<file path="src/rtl/csr_pkg.sv">
// Shared definitions for the machine-mode CSR unit:
// CSR addresses, operation and state encodings, trap cause codes.
package csr_pkg;

    localparam logic [11:0] CSR_MSTATUS  = 12'h300;
    localparam logic [11:0] CSR_MIE      = 12'h304;
    localparam logic [11:0] CSR_MTVEC    = 12'h305;
    localparam logic [11:0] CSR_MEPC     = 12'h341;
    localparam logic [11:0] CSR_MCAUSE   = 12'h342;
    localparam logic [11:0] CSR_MIP      = 12'h344;
    localparam logic [11:0] CSR_CYCLE    = 12'hC00;
    localparam logic [11:0] CSR_CYCLEH   = 12'hC80;
    localparam logic [11:0] CSR_INSTRET  = 12'hC02;
    localparam logic [11:0] CSR_INSTRETH = 12'hC82;

    localparam logic [11:0] SYS_MRET = 12'h302;
    localparam logic [11:0] SYS_WFI  = 12'h105;

    localparam logic [31:0] MCAUSE_EXT   = 32'h8000_000B;
    localparam logic [31:0] MCAUSE_TIMER = 32'h8000_0007;

    typedef enum logic [1:0] {
        OP_SYS = 2'b00,
        OP_RW  = 2'b01,
        OP_RS  = 2'b10,
        OP_RC  = 2'b11
    } csr_op_e;

    typedef enum logic {
        ST_RUN,
        ST_WFI_WAIT
    } csr_state_e;

    function automatic logic [31:0] csr_apply(
        input csr_op_e     op,
        input logic [31:0] old,
        input logic [31:0] wd
    );
        logic [31:0] r;
        r = old;
        unique case (op)
            OP_RW:   r = wd;
            OP_RS:   r = old | wd;
            OP_RC:   r = old & ~wd;
            default: r = old;
        endcase
        return r;
    endfunction

endpackage

</file>
<file path="src/rtl/csr_counter64.sv">
// Free-running 64-bit event counter, wraps to zero.
module csr_counter64 (
    input  logic        clk,
    input  logic        reset,
    input  logic        inc,
    output logic [63:0] value
);

    logic [63:0] cnt_q;

    always_ff @(posedge clk or negedge reset) begin
        if (!reset) begin
            cnt_q <= '0;
        end else if (inc) begin
            cnt_q <= cnt_q + 64'd1;
        end
    end

    assign value = cnt_q;

endmodule

</file>
<file path="src/rtl/csr_unit.sv">
// EXE-stage machine-mode CSR file, interrupt entry, MRET/WFI
// handling and the cycle/instret counters.
module csr_unit
    import csr_pkg::*;
#(
    parameter logic [31:0] RESET_VEC = 32'h0
) (
    input  logic        clk,
    input  logic        reset,
    input  logic        exe_valid,
    input  logic [31:0] exe_pc,
    input  logic        csr_sel,
    input  logic [1:0]  csr_type,
    input  logic [11:0] csr_addr,
    input  logic [31:0] csr_wdata,
    input  logic        im_stall,
    input  logic        dm_stall,
    input  logic        instr_retire,
    input  logic        ext_irq,
    input  logic        timer_irq,
    output logic [31:0] csr_rdata,
    output logic        csr_stall,
    output logic        csr_flush,
    output logic        csr_pc_sel,
    output logic [31:0] csr_target
);

    csr_state_e  state_q, state_d;
    logic        mstie_q, mstie_d;
    logic        mpie_q, mpie_d;
    logic        meie_q, meie_d;
    logic        mtie_q, mtie_d;
    logic [31:0] mtvec_q, mtvec_d;
    logic [31:0] mepc_q, mepc_d;
    logic [31:0] mcause_q, mcause_d;
    logic [31:0] wfi_pc_q, wfi_pc_d;

    logic [63:0] cycle_w, instret_w;
    logic [31:0] mstatus_v, mie_v, mip_v, wval, irq_pc;
    logic        mem_ok, commit, pend, take, ext_win;
    logic        is_sys, is_mret, is_wfi, wr_en, irq_entry;
    csr_op_e     op;

    csr_counter64 u_cycle (
        .clk   (clk),
        .reset (reset),
        .inc   (1'b1),
        .value (cycle_w)
    );

    csr_counter64 u_instret (
        .clk   (clk),
        .reset (reset),
        .inc   (instr_retire),
        .value (instret_w)
    );

    assign op        = csr_op_e'(csr_type);
    assign mstatus_v = {19'b0, 2'b11, 3'b0, mpie_q, 3'b0, mstie_q, 3'b0};
    assign mie_v     = {20'b0, meie_q, 3'b0, mtie_q, 7'b0};
    assign mip_v     = {20'b0, ext_irq, 3'b0, timer_irq, 7'b0};

    assign mem_ok  = ~im_stall & ~dm_stall;
    assign commit  = exe_valid & mem_ok;
    assign pend    = |(mip_v & mie_v);
    assign take    = mstie_q & pend;
    assign ext_win = ext_irq & meie_q;

    assign is_sys  = csr_sel & (op == OP_SYS);
    assign is_mret = is_sys & (csr_addr == SYS_MRET);
    assign is_wfi  = is_sys & (csr_addr == SYS_WFI);
    // Set/clear with a zero operand is a pure read.
    assign wr_en   = csr_sel & (op != OP_SYS)
                   & ((op == OP_RW) | (csr_wdata != '0));
    assign wval    = csr_apply(op, csr_rdata, csr_wdata);

    always_comb begin
        csr_rdata = '0;
        unique case (csr_addr)
            CSR_MSTATUS:  csr_rdata = mstatus_v;
            CSR_MIE:      csr_rdata = mie_v;
            CSR_MIP:      csr_rdata = mip_v;
            CSR_MTVEC:    csr_rdata = mtvec_q;
            CSR_MEPC:     csr_rdata = mepc_q;
            CSR_MCAUSE:   csr_rdata = mcause_q;
            CSR_CYCLE:    csr_rdata = cycle_w[31:0];
            CSR_CYCLEH:   csr_rdata = cycle_w[63:32];
            CSR_INSTRET:  csr_rdata = instret_w[31:0];
            CSR_INSTRETH: csr_rdata = instret_w[63:32];
            default:      csr_rdata = '0;
        endcase
    end

    always_comb begin
        state_d    = state_q;
        mstie_d    = mstie_q;
        mpie_d     = mpie_q;
        meie_d     = meie_q;
        mtie_d     = mtie_q;
        mtvec_d    = mtvec_q;
        mepc_d     = mepc_q;
        mcause_d   = mcause_q;
        wfi_pc_d   = wfi_pc_q;
        csr_stall  = 1'b0;
        csr_flush  = 1'b0;
        csr_pc_sel = 1'b0;
        csr_target = mtvec_q;
        irq_entry  = 1'b0;
        irq_pc     = exe_pc;

        unique case (state_q)
            ST_RUN: begin
                if (commit && take) begin
                    irq_entry = 1'b1;
                end else if (commit && is_mret) begin
                    csr_flush  = 1'b1;
                    csr_pc_sel = 1'b1;
                    csr_target = mepc_q;
                    mstie_d    = mpie_q;
                    mpie_d     = 1'b1;
                end else if (commit && is_wfi && !pend) begin
                    csr_stall = 1'b1;
                    wfi_pc_d  = exe_pc + 32'd4;
                    state_d   = ST_WFI_WAIT;
                end else if (commit && wr_en) begin
                    unique case (csr_addr)
                        CSR_MSTATUS: begin
                            mstie_d = wval[3];
                            mpie_d  = wval[7];
                        end
                        CSR_MIE: begin
                            meie_d = wval[11];
                            mtie_d = wval[7];
                        end
                        CSR_MTVEC:  mtvec_d  = wval & ~32'h3;
                        CSR_MEPC:   mepc_d   = wval & ~32'h3;
                        CSR_MCAUSE: mcause_d = wval;
                        default:    ;
                    endcase
                end
            end
            ST_WFI_WAIT: begin
                if (!pend) begin
                    csr_stall = 1'b1;
                end else if (take) begin
                    if (mem_ok) begin
                        irq_entry = 1'b1;
                        irq_pc    = wfi_pc_q;
                        state_d   = ST_RUN;
                    end
                end else begin
                    state_d = ST_RUN;
                end
            end
            default: state_d = ST_RUN;
        endcase

        if (irq_entry) begin
            csr_flush  = 1'b1;
            csr_pc_sel = 1'b1;
            csr_target = mtvec_q;
            mepc_d     = irq_pc & ~32'h3;
            mcause_d   = ext_win ? MCAUSE_EXT : MCAUSE_TIMER;
            mpie_d     = mstie_q;
            mstie_d    = 1'b0;
        end
    end

    always_ff @(posedge clk or negedge reset) begin
        if (!reset) begin
            state_q  <= ST_RUN;
            mstie_q  <= 1'b0;
            mpie_q   <= 1'b0;
            meie_q   <= 1'b0;
            mtie_q   <= 1'b0;
            mtvec_q  <= RESET_VEC;
            mepc_q   <= '0;
            mcause_q <= '0;
            wfi_pc_q <= '0;
        end else begin
            state_q  <= state_d;
            mstie_q  <= mstie_d;
            mpie_q   <= mpie_d;
            meie_q   <= meie_d;
            mtie_q   <= mtie_d;
            mtvec_q  <= mtvec_d;
            mepc_q   <= mepc_d;
            mcause_q <= mcause_d;
            wfi_pc_q <= wfi_pc_d;
        end
    end

endmodule

</file>
<file path="config.mk">
export PLATFORM = sky130hd
export DESIGN_NAME = csr_unit
export DESIGN_NICKNAME = d
export VERILOG_FILES = /design/src/rtl/csr_pkg.sv /design/src/rtl/csr_counter64.sv /design/src/rtl/csr_unit.sv
export SDC_FILE = /design/constraint.sdc
export NUM_CORES = 1
export LEC_CHECK = 0
export CORE_ASPECT_RATIO = 0.9
export CORE_UTILIZATION = 50
export CTS_BUF_LIST = sky130_fd_sc_hd__clkbuf_16
export DETAILED_ROUTE_END_ITERATION = 8
export PLACE_DENSITY = 0.76
export SYNTH_ARGS = -nofsm -noshare
export SYNTH_HDL_FRONTEND = slang
export SYNTH_SLANG_ARGS = --single-unit
</file>
<file path="constraint.sdc">
create_clock -name clk -period 8.2 [get_ports clk]
set_input_delay 2.46 -clock clk [delete_from_list [all_inputs] [get_ports clk]]
set_output_delay 2.46 -clock clk [all_outputs]
set_load 0.005 [all_outputs]
</file>
# [Word level (Yosys, flattened, before mapping)]
# Cells that the tools add are included.
[word_totals] register_bits=259 input_bits=87 out_inout_bits=67 elab_cells=132
[op_classes] n_addsub=3 n_eq_ne=20 n_mux=57 bitwise_logic=20 n_reduce_logical=21
[ops] operator="32-bit two-way mux" count=22
[ops] operator="32-bit case mux with 10 select lines" count=1
[ops] operator="64-bit by 1-bit adder with 64-bit output (second input constant)" count=2
[ops] operator="32-bit case mux with 3 select lines" count=1
[ops] operator="12-bit by 10-bit == test with 1-bit output (second input constant)" count=7
[ops] operator="12-bit == test (second input constant)" count=4
[ops] operator="32-bit by 3-bit adder with 32-bit output (second input constant)" count=1
[ops] operator="32-bit AND" count=1
[ops] operator="32-bit inverter" count=1
[ops] operator="32-bit OR" count=1
[ops] operator="32-bit nonzero test" count=1
[ops] operator="32-bit OR reduction" count=1
[ops] operator="1-bit two-way mux" count=29
[ops] operator="6-bit AND reduction" count=4
[ops] operator="12-bit AND" count=1
[ops] operator="12-bit by 9-bit == test with 1-bit output (second input constant)" count=1
[ops] operator="1-bit AND" count=9
[ops] operator="2-bit nonzero test" count=4
[ops] operator="2-bit != test (second input constant)" count=3
[ops] operator="1-bit inverter" count=6
[ops] operator="1-bit case mux with 2 select lines" count=3
[ops] operator="3-bit nonzero test" count=2
[ops] operator="1-bit logical AND" count=5
[ops] operator="5-bit AND reduction" count=1
[ops] operator="9 further kinds" count=10

# [Logic depth before layout (Yosys ltp)]
# Gate-level depths: netlist (run 1).
[depth] depth_word=11 depth_mapped=10

# [Hierarchy]
# Synthesis (run 1) repeated with hierarchy kept, for this count alone.
[hier_totals] hier_cells=1573 hier_area_um2=15506.1
[modules_own_cells] mod="csr_unit" instances=1 cells_per_inst=1003 area_each_um2=9310.2 seq_area_each_um2=3178.0
[modules_own_cells] mod="csr_counter64" instances=2 cells_per_inst=285 area_each_um2=3098.0 seq_area_each_um2=1601.5

# [Worst setup path after synthesis (run 1)]
# OpenSTA, ideal clock, no wires.
[synth_path] path_type="in2out" startpoint="in csr_type[1]" endpoint="out csr_target[10]" t_arrival_ns=3.982 required_ns=5.740 setup_slack_ns=1.758 path_stages=9 path_cell_list="clkbuf_1 > or2_1 > clkbuf_1 > nor3_1 > nand2_1 > inv_2 > nand2_1 > buf_2 > mux2_1"
[synth_via] elab_chain_len=8
[synth_lines] item="from (decl)" line="csr_unit.sv:13" text="input logic [1:0] csr_type,"
[synth_lines] item="2-bit zero test" line="csr_unit.sv:69" text="assign is_sys = csr_sel & (op == OP_SYS);"
[synth_lines] item="1-bit AND" line="csr_unit.sv:69"
[synth_lines] item="1-bit AND" line="csr_unit.sv:70" text="assign is_mret = is_sys & (csr_addr == SYS_MRET);"
[synth_lines] item="1-bit logical AND" line="csr_unit.sv:115" text="end else if (commit && is_mret) begin"
[synth_lines] item="32-bit two-way mux" line="csr_unit.sv:115"
[synth_lines] item="32-bit two-way mux" line="csr_unit.sv:113" text="if (commit && take) begin"
[synth_lines] item="32-bit two-way mux" line="csr_unit.sv:111" text="unique case (state_q)"
[synth_lines] item="32-bit two-way mux" line="csr_unit.sv:158" text="if (irq_entry) begin"
[synth_lines] item="to (decl)" line="csr_unit.sv:25" text="output logic [31:0] csr_target"
# Every way passes these cells.

# [Worst setup path in the final report (run 1)]
[layout_path] startpoint="in csr_addr[5]" endpoint="out csr_rdata[31]"
[layout_via] elab_chain_len=2
[layout_lines] item="from (decl)" line="csr_unit.sv:14" text="input logic [11:0] csr_addr,"
[layout_lines] item="12-bit == test or 12-bit by 10-bit == test with 1-bit output (tied branches)" line="csr_unit.sv:79" text="unique case (csr_addr)"
[layout_lines] item="32-bit case mux with 10 select lines *" line="csr_unit.sv:79"
[layout_lines] item="to (decl)" line="csr_unit.sv:21" text="output logic [31:0] csr_rdata,"
# Every way passes the cells marked *; elsewhere a longest branch is shown, timed or not.

==> results.toml, run 1 <==
[timing]
finalCriticalPeriod_ns = 7.79
fin_skew_ns = 0.0116
finalHoldViolations = 0
worst_slew_pin_slew_ns = 1.28
min_period_over_period_pct = 95.0
rsz0062_at_grt = "no"
maxSlewViolCount = 0
fmax_ghz = 0.128
setup_tns_ns = 0
setup_viol = 0
slew-limit-headroom_pct = 14.3

[clock_network]
numCtsBuffers = 28
cts-htree-levels = 1
post-cts-setup-buffer-count = 0
cts_tree = "built"
post_cts_resized = 0
root_buffer = "clkbuf_16"
path_clk_slew_ns = 0.06
clock_latency_ns = 0.56
clockBufferDepth = 3
hold_buffers = 0
clock_sinks = 255

[power_and_ir_drop]
pwr-share-comb_pct = 8.5
switching_power_mw = 0.703
vdd_drop_max_v = 0.000158
intPower_mw = 2.09
p_sw_share_pct = 25.2
power.share.sequential_pct = 46.5
p_leak_nw = 7.58
p_per_area_mw_per_mm2 = 158
p_clk_share_pct = 45.1

[min_path]
hold_start = "wfi_pc_q[23]$_DFFE_PN0P_"
worstHoldPathType = "flop to flop"
whs_path_depth = 2
whs_endpoint = "wfi_pc_q[23]$_DFFE_PN0P_"

[worst_setup_path]
cp_max_fo = 14
required_ns = 5.74
startpoint_type = "input port"
reg2reg_slack_ns = 4.80
cp.arrival_ns = 5.33
path_class = "input port to output port"
r2r-start = "meie_q$_DFFE_PN0P_"
path_cells = "clkdlybuf4s50_1, or3_1, or3_1, o22ai_1, or2_2, clkdlybuf4s50_1"
cp_slowest_cell = "or3_1"
critical_path.max_stage_delay_ns = 0.73
crit_start = "csr_addr[5]"
crit_path_end_kind = "output port"
r2r_end = "mcause_q[17]$_DFFE_PN0P_"
rr_worst_depth = 8

[synth]
ys_types = 69
synth_top_area_share_pct = 43.3
avgSynthCellArea_um2 = 9.06
synthCells = 1628
syn_area_mm2 = 0.0148
synth_largest_area_cell = "dfrtp_1"
yosys_warnings = 0
synth_edf_count = 0
ys.flop_type = "dfrtp_1"
yosys-top-cells-count = "dfrtp_1 (255), nand2_1 (228), xnor2_1 (110)"
ys_seq_area_share_pct = 43.3
synthArstFlopShare_pct = 100
yosysMostFrequentCell = "dfrtp_1"
synthTopCellsByArea = "dfrtp_1 (43%), xnor2_1 (6.5%), nand2_1 (5.8%)"
synth_seq_cells = 255

[global_route]
grt_overflow = 0
first_global_vias = 13000
grt_start_max_net_pins = 133
grt_pass1_wl_um = 74900
antenna_found_initial = 0
grt_usage_pct = 32.2

[placement]
post-place-cells = 2122
hpwl_um = 34300
port_buffers = 149
gp_congestion = 0.969

[finish]
drive_gt1_share_pct = 7.71
fillers = 2476
nets = 1846
area_growth_pct = 19.7
regArea_mm2 = 0.00638
fin_cells = 2174
n_antenna_cell = 0
multi_input_area_mm2 = 0.00790

[drt]
wl_um = 48300
avgViaCountPerCell = 6.30
drc_errors = 0
drtAntennaViolNets = 0
firstDrtPassIters = 7
wire_per_inst_um = 22.2
drt_iter0_drc = 1533
via_count = 13700

[floorplanning]
core_mm2 = 0.0289
die_area_mm2 = 0.0302
die_w_um = 183
ios = 154
rows = 59
chipHeight_um = 165
floorplan.initialDensity_pct = 51.0

[flow_run]
maxCapViolCount = 0

[status]
status = "finished clean"
-- per-layer routing --
metal	vias to the layer above	global-route usage, %	routed length, µm
li1	6089	-	-
met2	760	47.5	21000
met1	6703	46.2	20400
met5	-	0	0
met4	0	13.2	1990
met3	135	6.66	4860
-- metrics by stage --
step | worst slack, ns | total power, mW | hold slack, ns | area (µm²) | util (%)
finish | 0.409 | 2.79 | 0.483 | 17700 | 61.0
global route | 0.377 | 2.88 | 0.505 | 17700 | 61.0
global placement | 0.506 | 1.55 | 0.455 | 16700 | 57.9
detailed placement | 0.498 | 1.55 | 0.472 | 16700 | 57.9
CTS | 0.484 | 2.80 | 0.484 | 17700 | 61.0
floorplan | 1.76 | 1.42 | 0.440 | 14800 | -
-- sequential cells by signal (all words and copies together), names as in the netlist --
register	flops
u_cycle.value	64
u_instret.value	64
mcause_q	32
mepc_q	30
mtvec_q	30
wfi_pc_q	30
meie_q	1
mpie_q	1
mstie_q	1
mtie_q	1
state_q	1
-- cells in the final DEF, fill, tap and decap left out, types with 28 or more instances in the layout --
cell | netlist | final
and3_1 | 31 | 31
clkdlybuf4s50_1 | 0 | 146
xnor2_1 | 110 | 110
nor2_1 | 73 | 73
a22oi_1 | 32 | 32
o22ai_1 | 32 | 32
o21ai_1 | 66 | 66
clkbuf_16 | 0 | 28
a21oi_1 | 76 | 74
inv_1 | 29 | 32
buf_4 | 3 | 45
nand2_1 | 228 | 228
xor2_1 | 58 | 58
mux2i_1 | 57 | 57
dfrtp_1 | 255 | 255
nand4_1 | 49 | 49
o21ai_0 | 76 | 75
nand3_1 | 98 | 97
-- critical path, delay by kind of cell --
kind | cells | cell delay [ns]
compound gates | 1 | 0.33
buf+inv | 2 | 1.03
simple gates | 3 | 1.50
-- logic make-up (layout without fill, tap and decap cells) --
kind of cell	after synthesis	after routing	synth area share, %
and+or+nand+nor	617	617	21.2
AOI/OAI and AO/OA	361	361	14.9
DFF	255	255	43.3
xor gates and xnor gates	168	168	9.97
buffers and inverters	128	277	3.55
muxes	95	95	6.77
adders and majority gates	3	3	0.254
other	1	2	0.0254
-- final cells by class --
type	instances	share of cell area, %
Clock buffer	28	3.97
Clock inverter	24	1.18
Inverter	30	0.638
Multi-Input combinational cell	1246	44.7
Sequential cell	255	36.1
Tap cell	396	2.81
Timing Repair Buffer	195	10.5
-- power groups by stage --
stage | Clock [mW] | Combinational [mW] | Sequential, mW
after global placement | 0 | 0.227 | 1.32
after floorplan | 0 | 0.110 | 1.31
after global routing | 1.32 | 0.255 | 1.30
after CTS | 1.27 | 0.233 | 1.30
final | 1.26 | 0.236 | 1.30
after detailed placement | 0 | 0.232 | 1.32
-- how the worst max path moves through the flow --
stage,endpoint
floorplan,csr_target[10]
global placement,csr_rdata[31]
detailed placement,csr_rdata[31]
CTS,csr_rdata[31]
global route,csr_rdata[31]
finish,csr_rdata[31]
No activity file was read; power rests on OpenSTA's default activity.
==> run 2: changes to the inputs <==
--- a/config.mk
+++ b/config.mk
@@ -10,6 +10,7 @@
 export CTS_BUF_LIST = sky130_fd_sc_hd__clkbuf_16
 export DETAILED_ROUTE_END_ITERATION = 8
 export PLACE_DENSITY = 0.76
+export SETUP_SLACK_MARGIN = 0.3
 export SYNTH_ARGS = -nofsm -noshare
 export SYNTH_HDL_FRONTEND = slang
 export SYNTH_SLANG_ARGS = --single-unit
==> constraint.sdc (replaced) <==
create_clock -name clk -period 8.4 [get_ports clk]
set_input_delay 2.52 -clock clk [delete_from_list [all_inputs] [get_ports clk]]
set_output_delay 2.52 -clock clk [all_outputs]
set_load 0.005 [all_outputs]
==> run 2 against run 1 <==
- sequential cell count unchanged
- non-clock buffer count up 2
- clock skew up 0.011 ns
- die area unchanged
- critical path depth up 1
- clock-buffer cell count unchanged
- wire length up 0.51%
- core utilization down 0.082 points
- total power down 3.2%
- via count down 0.28%
- hold slack worse by 0.012 ns
- register-to-register slack better by 0.11 ns
- critical endpoint is now csr_rdata[23]
==> results.toml, run 2 (same netlist as run 1, synthesis figures left out) <==
[status]
status = "finished clean"

[flow_run]
maxCapViolCount = 0

[drt]
wl_um = 48500
via_count = 13600
avgViaCountPerCell = 6.28
wire_per_inst_um = 22.3
firstDrtPassIters = 5
drtAntennaViolNets = 0
drc_errors = 0
drt_iter0_drc = 1531

[placement]
gp_congestion = 0.978
port_buffers = 149
hpwl_um = 34700
post-place-cells = 2124

[floorplanning]
die_area_mm2 = 0.0302
floorplan.initialDensity_pct = 51.0
chipHeight_um = 165
rows = 59
core_mm2 = 0.0289
die_w_um = 183
ios = 154

[worst_setup_path]
cp_max_fo = 9
path_class = "input port to output port"
startpoint_type = "input port"
required_ns = 5.88
cp.arrival_ns = 5.41
crit_path_end_kind = "output port"

[finish]
fin_cells = 2175
utilization_pct = 60.9
n_antenna_cell = 0
layout_common_cells = "dfrtp_1 (255), nand2_1 (228), clkdlybuf4s50_1 (146)"
fillers = 2459
drive_gt1_share_pct = 7.36
nets = 1848
layout_commonest_cell = "dfrtp_1"
area_growth_pct = 19.5

[timing]
setup_tns_ns = 0
setup_viol = 0
fin_skew_ns = 0.0228
worst_slew_pin_slew_ns = 1.30
fmax_ghz = 0.126
rsz0062_at_grt = "no"
finalHoldViolations = 0
finalCriticalPeriod_ns = 7.93
slew-limit-headroom_pct = 12.8
maxSlewViolCount = 0
min_period_over_period_pct = 94.4

[power_and_ir_drop]
p_clk_share_pct = 44.5
power.share.sequential_pct = 46.9
switching_power_mw = 0.671
vdd_drop_max_v = 0.000175
pwr-share-comb_pct = 8.6
p_leak_nw = 7.59
p_sw_share_pct = 24.8
intPower_mw = 2.03
p_per_area_mw_per_mm2 = 153

[clock_network]
cts_tree = "built"
clockBufferDepth = 3
cts-htree-levels = 1
post_cts_resized = 0
path_clk_slew_ns = 0.06
clock_latency_ns = 0.56
hold_buffers = 0
numCtsBuffers = 28
clock_sinks = 255
root_buffer = "clkbuf_16"
post-cts-setup-buffer-count = 0

[global_route]
first_global_vias = 13100
grt_overflow = 0
antenna_found_initial = 0
grt_pass1_wl_um = 75800
grt_start_max_net_pins = 142
grt_usage_pct = 32.6

[min_path]
worstHoldPathType = "flop to flop"
[run 2: cell count changes in the layout (fill, tap and decap cells not counted)]
cell / before / now
buf_4: 45 / 48
clkinv_1: 6 / 8
inv_1: 32 / 37
clkinv_2: 7 / 3
clkinv_4: 2 / 0
clkinvlp_4: 2 / 0
buf_12: 2 / 1
[run 2: metal layers]
metal	vias to the layer above	part of all wire (%)	global-route usage, %
met5	-	0	0
met4	0	3.2	10.5
met3	105	10	5.31
met2	768	44	49.5
met1	6673	42	47.5
li1	6103	-	-
[run 2: layout make-up]
cell class | instances | area, µm² | area share, %
Sequential cell | 255 | 6380 | 36.2
Inverter | 30 | 113 | 0.639
Tap cell | 396 | 495 | 2.81
Clock inverter | 23 | 181 | 1.03
Clock buffer | 28 | 701 | 3.97
Timing Repair Buffer | 197 | 1860 | 10.6
Multi-Input combinational cell | 1246 | 7900 | 44.8
[run 2: worst paths after layout]
path / start / slack, ns / endpoint / cells after the start
max: csr_addr[5] / 0.47 / csr_rdata[23] / 7
min: u_cycle.value[63]$_DFF_PN0_ / 0.47 / u_cycle.value[63]$_DFF_PN0_ / 1
max reg2reg: meie_q$_DFFE_PN0P_ / 4.91 / mcause_q[4]$_DFFE_PN0P_ / 9
min reg2reg: u_cycle.value[63]$_DFF_PN0_ / 0.47 / u_cycle.value[63]$_DFF_PN0_ / 1
max in group asynchronous: reset / 5.00 / wfi_pc_q[20]$_DFFE_PN0P_ / 2
min in group asynchronous: reset / 2.05 / u_instret.value[3]$_DFFE_PN0P_ / 1
[run 2: per-stage QoR]
stage / cell area, µm² / power (mW) / setup slack, ns / hold slack (ns)
floorplan: 14800 / 1.39 / 1.84 / 0.440
global placement: 16700 / 1.51 / 0.598 / 0.455
detailed placement: 16700 / 1.52 / 0.582 / 0.464
CTS: 17600 / 2.72 / 0.533 / 0.473
global route: 17600 / 2.79 / 0.375 / 0.479
finish: 17600 / 2.71 / 0.466 / 0.471
[run 2: worst max-delay path, stage by stage]
cell	delay (ns)
clkdlybuf4s50_1	0.54
or3_1	0.59
or3_1	0.65
buf_4	0.28
nor2_1	0.17
or2_2	0.15
clkdlybuf4s50_1	0.50
[run 2: power groups by stage]
| stage | combinational, mW | sequential [mW] | clock (mW) |
|---|---|---|---|
| floorplan | 0.107 | 1.28 | 0 |
| global placement | 0.223 | 1.29 | 0 |
| detailed placement | 0.228 | 1.29 | 0 |
| CTS | 0.229 | 1.27 | 1.22 |
| global route | 0.250 | 1.27 | 1.27 |
| finish | 0.233 | 1.27 | 1.20 |
==> run 3: changes to the inputs <==
--- a/config.mk
+++ b/config.mk
@@ -9,6 +9,7 @@
 export CORE_UTILIZATION = 50
 export CTS_BUF_LIST = sky130_fd_sc_hd__clkbuf_16
 export DETAILED_ROUTE_END_ITERATION = 8
+export MAX_ROUTING_LAYER = met4
 export PLACE_DENSITY = 0.76
 export SETUP_SLACK_MARGIN = 0.3
 export SYNTH_ARGS = -nofsm -noshare
==> run 3 against run 2 <==
- critical path type unchanged
- global-route usage rose by 1.2 points
- first-iteration DRC count rose by 6.2%
- design area rose by 0.13%
- largest power group unchanged
- highest routed layer unchanged
- final cell count fell by 0.32%
==> results.toml, run 3 (same netlist as run 1, synthesis figures left out) <==
[worst_setup_path]
path_class = "input port to output port"
cp_slowest_cell = "or3_1"
startpoint_type = "input port"
cp_max_fo = 14
crit_path_end_kind = "output port"
critical_path.max_stage_delay_ns = 0.77
path_cells = "clkdlybuf4s50_1, or3_1, or3_1, o22ai_1, or2_2, clkdlybuf4s50_1"
crit_family = "simple AND/OR/NAND/NOR gates"
cp.arrival_ns = 5.53
required_ns = 5.88
cp.buffers_inverters = 2

[clock_network]
clock_sinks = 255
path_clk_slew_ns = 0.06
root_buffer = "clkbuf_16"
clockBufferDepth = 3
post-cts-setup-buffer-count = 0
numCtsBuffers = 27
cts-htree-levels = 1
cts_tree = "built"
hold_buffers = 0
clock_latency_ns = 0.56
post_cts_resized = 0

[finish]
area_growth_pct = 19.7
layout_commonest_cell = "dfrtp_1"
drive_gt1_share_pct = 7.56
layout_common_cells = "dfrtp_1 (255), nand2_1 (228), clkdlybuf4s50_1 (146)"
nets = 1842
fin_cells = 2168
n_antenna_cell = 0

[timing]
setup_viol = 0
maxSlewViolCount = 0
rsz0062_at_grt = "no"
fin_skew_ns = 0.0169
worst_slew_pin_slew_ns = 1.29
setup_tns_ns = 0
slew-limit-headroom_pct = 13.8
fmax_ghz = 0.124
finalCriticalPeriod_ns = 8.05
min_period_over_period_pct = 95.8
finalHoldViolations = 0

[drt]
drtAntennaViolNets = 0
drc_errors = 0
wl_um = 48800
avgViaCountPerCell = 6.28
drt_iter0_drc = 1626
wire_per_inst_um = 22.5
via_count = 13600
firstDrtPassIters = 7

[floorplanning]
ios = 154
rows = 59
die_area_mm2 = 0.0302
die_w_um = 183
floorplan.initialDensity_pct = 51.0
chipHeight_um = 165
core_mm2 = 0.0289

[global_route]
first_global_vias = 13200
antenna_found_initial = 0
grt_start_max_net_pins = 176
grt_overflow = 0
grt_pass1_wl_um = 76100
grt_usage_pct = 33.8

[power_and_ir_drop]
p_per_area_mw_per_mm2 = 156
vdd_drop_max_v = 0.000181
p_leak_nw = 7.55
total_power_mw = 2.76

[placement]
port_buffers = 149
gp_congestion = 0.981
post-place-cells = 2119
hpwl_um = 34400

[flow_run]
maxCapViolCount = 0

[min_path]
worstHoldPathType = "flop to flop"

[status]
status = "finished clean"
## run 3: changes by cell type in the layout (fill, tap and decap cells not counted), moves of 2 or more
| cell | before | now |
|---|---|---|
| clkinv_2 | 3 | 6 |
| buf_4 | 48 | 41 |
| clkinv_1 | 8 | 6 |
| inv_1 | 37 | 29 |
| clkinvlp_4 | 0 | 4 |
| bufinv_16 | 3 | 5 |
| buf_12 | 1 | 3 |
## run 3: power breakdown
part	total (mW)	internal (mW)	switching, mW
combinational	0.231	0.0965	0.135
sequential	1.27	1.24	0.0229
clock	1.26	0.739	0.518
## run 3: worst paths after layout
kind                                                   from                         endpoint  slack [ns]  depth (start not counted)
min in group asynchronous                             reset  u_instret.value[38]$_DFFE_PN0P_        1.94                          1
worst max register to register           meie_q$_DFFE_PN0P_          mcause_q[4]$_DFFE_PN0P_        4.86                          8
worst max-delay path                            csr_addr[7]                    csr_rdata[31]        0.35                          6
max in group asynchronous                             reset          mtvec_q[25]$_DFFE_PN0P_        5.12                          2
worst min-delay path            u_cycle.value[63]$_DFF_PN0_      u_cycle.value[63]$_DFF_PN0_        0.47                          1
worst min register to register  u_cycle.value[63]$_DFF_PN0_      u_cycle.value[63]$_DFF_PN0_        0.47                          1
## run 3: metal layers
metal	part of all wire, %	wire length, µm	track usage, %
met4	4.1	1990	13.0
met3	9.4	4610	5.60
met2	43	21200	49.1
met1	43	21000	47.3
met5	0	0	-
## run 3: cell type report
| class | count | area, µm² |
|---|---|---|
| Clock buffer | 27 | 676 |
| Clock inverter | 22 | 241 |
| Fill cell | 2473 | 11300 |
| Inverter | 30 | 113 |
| Multi-Input combinational cell | 1246 | 7900 |
| Sequential cell | 255 | 6380 |
| Tap cell | 396 | 495 |
| Timing Repair Buffer | 192 | 1850 |
## run 3: worst reg2reg max path, stage by stage (launching register included)
cell     delay, ns
dfrtp_1       0.42
a22o_1        0.31
and3_1        0.22
buf_4         0.25
o21ai_2       0.20
buf_4         0.48
o21ai_1       0.27
nand2_1       0.93
o21ai_0       0.28
## run 3: stage by stage
stage                     utilization (%)  area (µm²)  hold slack (ns)  setup slack [ns]
after floorplan                         -       14800            0.440              1.84
after global placement               57.8       16700            0.454             0.517
after detailed placement             57.8       16700            0.465             0.478
after CTS                            61.0       17700            0.473             0.432
after global routing                 61.0       17700            0.478             0.300
final                                61.0       17700            0.468             0.352
